**src/rtl/ssd_scan_scheduler.sv**
```systemverilog
// ssd_scan_scheduler
//   Scan scheduler for the Nexys4 DDR eight-digit seven-segment display.
//   Holds an 8 x 4-bit digit buffer that two requesters write through a
//   round-robin arbiter. A prescaled sequencer walks the eight anodes and
//   blanks the first BLANK_CYCLES of every digit slot to suppress ghosting.
//
// Parameters
//   SCAN_DIV      clock cycles per digit slot (>= 2)
//   BLANK_CYCLES  anode-off cycles at the start of each slot (< SCAN_DIV)
//
// Ports
//   clk               system clock, rising edge
//   reset             synchronous, active-low
//   enable            1 = scan runs; 0 = scan frozen, display blanked
//   digitMask[7:0]    bit i = 1 shows digit i
//   reqA/addrA/dataA  write request, digit index and code from requester A
//   reqB/addrB/dataB  same for requester B
//   grantA/grantB     one-cycle acknowledge of a committed write
//   ssdNumber[3:0]    code of the active digit, to sevenSegmentDecoder
//   ssdAnode[7:0]     active-low anodes, at most one bit low
module ssd_scan_scheduler #(
    parameter int unsigned SCAN_DIV     = 50_000,
    parameter int unsigned BLANK_CYCLES = 500
) (
    input  logic       clk,
    input  logic       reset,
    input  logic       enable,
    input  logic [7:0] digitMask,
    input  logic       reqA,
    input  logic [2:0] addrA,
    input  logic [3:0] dataA,
    input  logic       reqB,
    input  logic [2:0] addrB,
    input  logic [3:0] dataB,
    output logic       grantA,
    output logic       grantB,
    output logic [3:0] ssdNumber,
    output logic [7:0] ssdAnode
);

    localparam int unsigned CNT_W = (SCAN_DIV > 1) ? $clog2(SCAN_DIV) : 1;

    typedef enum logic {
        SLOT_BLANK,
        SLOT_SHOW
    } slot_t;

    typedef enum logic {
        LAST_A,
        LAST_B
    } last_t;

    logic [3:0]       buffer [8];
    logic [CNT_W-1:0] cnt;
    logic [2:0]       dig;
    last_t            last;
    slot_t            slot;

    logic eligA;
    logic eligB;
    logic winA;
    logic winB;

    always_comb begin
        slot = (cnt < CNT_W'(BLANK_CYCLES)) ? SLOT_BLANK : SLOT_SHOW;
    end

    // A requester still seeing its acknowledge is not eligible, so a held
    // request cannot commit twice for one handshake.
    always_comb begin
        eligA = reqA && !grantA;
        eligB = reqB && !grantB;
        winA  = eligA && (!eligB || (last == LAST_B));
        winB  = eligB && !winA;
    end

    always_ff @(posedge clk) begin
        if (!reset) begin
            for (int unsigned i = 0; i < 8; i++) begin
                buffer[i] <= 4'hF;
            end
            ssdNumber <= 4'hF;
            ssdAnode  <= 8'hFF;
            grantA    <= 1'b0;
            grantB    <= 1'b0;
            cnt       <= '0;
            dig       <= '0;
            last      <= LAST_B;
        end else begin
            // Scan sequencer
            if (enable) begin
                if (cnt == CNT_W'(SCAN_DIV - 1)) begin
                    cnt <= '0;
                    dig <= dig + 3'd1;
                end else begin
                    cnt <= cnt + 1'b1;
                end
            end

            // Outputs reflect the current cnt/dig, so they lag by one cycle.
            // ssdNumber reads the buffer before this edge's write lands.
            if (!enable || (slot == SLOT_BLANK) || !digitMask[dig]) begin
                ssdAnode <= 8'hFF;
            end else begin
                ssdAnode <= ~(8'b1 << dig);
            end
            ssdNumber <= buffer[dig];

            // Arbiter: at most one buffer write per edge
            grantA <= winA;
            grantB <= winB;
            if (winA) begin
                buffer[addrA] <= dataA;
                last          <= LAST_A;
            end else if (winB) begin
                buffer[addrB] <= dataB;
                last          <= LAST_B;
            end
        end
    end

endmodule

```
**config.mk**
```make
export PLATFORM = sky130hd
export DESIGN_NAME = ssd_scan_scheduler
export DESIGN_NICKNAME = d
export VERILOG_FILES = /design/src/rtl/ssd_scan_scheduler.sv
export SDC_FILE = /design/constraint.sdc
export NUM_CORES = 1
export LEC_CHECK = 0
export ABC_AREA = 1
export CAP_MARGIN = 30
export CORE_MARGIN = 3
export CORE_UTILIZATION = 59
export DETAILED_ROUTE_END_ITERATION = 6
export DONT_BUFFER_PORTS = 1
export GPL_TIMING_DRIVEN = 0
export HOLD_SLACK_MARGIN = 0.02
export PLACE_DENSITY = 0.77
export SLEW_MARGIN = 10
export SYNTH_ARGS = -nofsm -noshare
export SYNTH_HDL_FRONTEND = slang
export SYNTH_SLANG_ARGS = --single-unit
```
**constraint.sdc**
```tcl
create_clock -name clk -period 2.55 [get_ports clk]
set_input_delay 0.255 -clock clk [delete_from_list [all_inputs] [get_ports clk]]
set_output_delay 0.255 -clock clk [all_outputs]
set_load 0.02 [all_outputs]
```
==> reports/results.ini <==
[detailed_routing]
wirelength_mm = 7.03
first_pass_iters = 4
wl_per_cell_um = 13.6
vias = 2740
drc = 0
drtIter0Drc = 138
ant_nets = 0
vias_per_cell = 5.30

[cts]
postCtsSetupRepairBufs = 0
cts-root-buf = clkbuf_8
clk_latency_ps = 350
cts_tree = done
clock-sinks = 66
cts-resized-gates = 0
clk_path_buf_depth = 2
ctsHtreeMaxLevel = 3
holdBufCountCts = 0
cts_made_buffers = 9
clk_pin_slew_ps = 70

[placement]
port_buffers = 0
routabilityCongestion = 0.863
hpwlAfterDp_mm = 5.26

[power_and_ir_drop]
power_leakage_nw = 1.50
powerDensity_mw_per_mm2 = 657
vdd_drop_max_uv = 371
report.power.total_mw = 2.47

[sta]
setup_tns_ps = 0
period_share = 0.712
rsz0062_at_grt = false
worst-slew-pin-transition_ps = 582
drv_slew = 0
fmax_mhz = 551
slew_headroom = 0.612
setup_viol = 0
clock_skew_ps = 10.1
min_period_ps = 1810
hold_viol_final = 0

[worst_setup_path]
worstSetupPathType = flip-flop to flip-flop
required_ps = 2590
worstSetupEndpointType = flip-flop
startpoint_type = flip-flop
worstPathArrival_ps = 1860
crit_fanout = 10

[synthesis]
syn_area_sq_mm = 0.00341
avgSynthCellArea_sq_um = 7.94
synth_mux_area_frac = 0
synth_xor_area_frac = 0.0103
yosys_warnings = 0
synth_compound_area_frac = 0.0393
synth_top_family_by_area = simple AND/OR/NAND/NOR gates
seq_area_frac_synth = 0.482
syn_inst = 429
synthAdderAreaFrac = 0.0257
synth_cell_types = 34
synth_nets = 463
synth_simple_gate_area_share = 0.375
synth-seq-cells = 66

[global_route]
antenna_found_initial = 0
groute.layer.met2.usage = 0.409
grt_max_degree = 13
grt_pass1_vias = 2664
use_met3 = 0.0482
grt_usage = 0.240
grt.overflow.total = 0
met1_usage = 0.292
top_usage_layer = met2
grt_pass1_wl_mm = 12.2

[die]
rows = 27
start_util = 0.615
io_pins = 41
die_h_um = 82.0
die_w_um = 82.0
die_area_sq_mm = 0.00672
coreArea_sq_mm = 0.00554

[finish]
fillCellCount = 480
nets = 474
diodes = 0
area_growth_pct = 10.4
drive_above_1_share = 0.126

[worst_hold_path]
hold_class = input port to flip-flop

[outcome]
status = finished clean

[flow_run]
drv_cap = 0

power breakdown:
| part | switching (mW) | internal, mW |
|---|---|---|
| Combinational | 0.120 | 0.0486 |
| Clock | 0.416 | 0.748 |
| Sequential | 0.0128 | 1.13 |
per-stage QoR:
step	util	setup slack (ps)	hold slack, ps	cells	cell area (sq um)
after floorplan	-	905	453	429	3410
after global placement	0.631	763	471	501	3500
after detailed placement	0.631	736	467	501	3500
after CTS	0.679	731	109	517	3760
after global routing	0.679	525	132	517	3760
final	0.679	735	119	517	3760
cell usage after synthesis:
cell      count  area share
a21oi_1       5      0.0073
a31oi_1       1      0.0018
buf_2         5      0.0073
buf_6         2      0.0066
clkbuf_1      6      0.0066
dfxtp_1      34        0.20
edfxtp_1     32        0.28
ha_1          7       0.026
inv_1        39       0.043
inv_2         2      0.0022
inv_4         1      0.0018
nand2_1     141        0.16
nand2_2       3      0.0055
nand2_4       5       0.017
nand3_1      49       0.072
nand3b_1      3      0.0066
nand4_1      11       0.020
nor2_1       43       0.047
nor2_2       10       0.018
nor2_4        3      0.0099
nor2_8        1      0.0059
nor3_1        4      0.0059
nor3_2        1      0.0029
o211ai_1      1      0.0022
o21a_1        1      0.0022
o21ai_0       3      0.0044
o21ai_1       3      0.0044
o21ai_2       2      0.0051
o21ai_4       2      0.0095
o21bai_1      1      0.0022
or2_2         2      0.0037
or2_4         2      0.0051
xnor2_1       2      0.0051
xor2_1        2      0.0051
critical path, stage by stage, from the launching register on:
cell,delay (ps)
dfxtp_1,380
inv_1,90
nand2_1,120
nor2_8,160
nand2_4,60
buf_6,140
nand2_4,100
inv_2,70
nor2_4,150
nand2_1,70
nand2_1,170
routing by layer:
layer	vias up	wire length, um
li1	1404	-
met1	1253	3070
met2	66	3490
met3	17	318
met4	0	153
met5	-	0
cell type report:
| cell class | count | area, sq um | area share |
|---|---|---|---|
| Tap cell | 72 | 90.1 | 0.0240 |
| Clock inverter | 7 | 140 | 0.0373 |
| Buffer | 13 | 70.1 | 0.0186 |
| Clock buffer | 9 | 124 | 0.0329 |
| Multi-Input combinational cell | 308 | 1540 | 0.408 |
| Inverter | 42 | 160 | 0.0426 |
| Sequential cell | 66 | 1640 | 0.436 |
kinds of logic after synthesis:
logic type | after synthesis
AO/OA/AOI/OAI | 19
buffers and inverters | 55
AND/OR/NAND/NOR | 278
adder cells (fa/ha/maj) | 7
flip-flops | 66
XOR/XNOR | 4
path summary, 6_finish.rpt:
| kind | to | slack, ps | startpoint | cells after the start |
|---|---|---|---|---|
| worst max-delay path | buffer[3][1] | 740 | grantB | 10 |
| worst min-delay path | last | 120 | reqB | 2 |
| worst max register to register | buffer[3][1] | 740 | grantB | 10 |
| worst min register to register | cnt[4] | 500 | cnt[4] | 2 |
cell usage in the layout, fill, tap and decap left out, types with 4 or more instances in the layout:
cell | Yosys | layout
nand3_1 | 49 | 49
a21oi_1 | 5 | 5
clkbuf_8 | 0 | 9
nand2_4 | 5 | 5
nor2_2 | 10 | 10
buf_2 | 5 | 5
nand4_1 | 11 | 11
nand2_1 | 141 | 141
nor3_1 | 4 | 4
nor2_1 | 43 | 43
inv_1 | 39 | 39
bufinv_16 | 0 | 4
clkbuf_1 | 6 | 6
ha_1 | 7 | 7
edfxtp_1 | 32 | 32
dfxtp_1 | 34 | 34
state kept, by name, summed over array words and instances (netlist names):
register	cells
buffer	32
cnt	16
dig	3
grantA	1
grantB	1
last	1
ssdAnode	8
ssdNumber	4
Power figures use the tool's default switching activity.
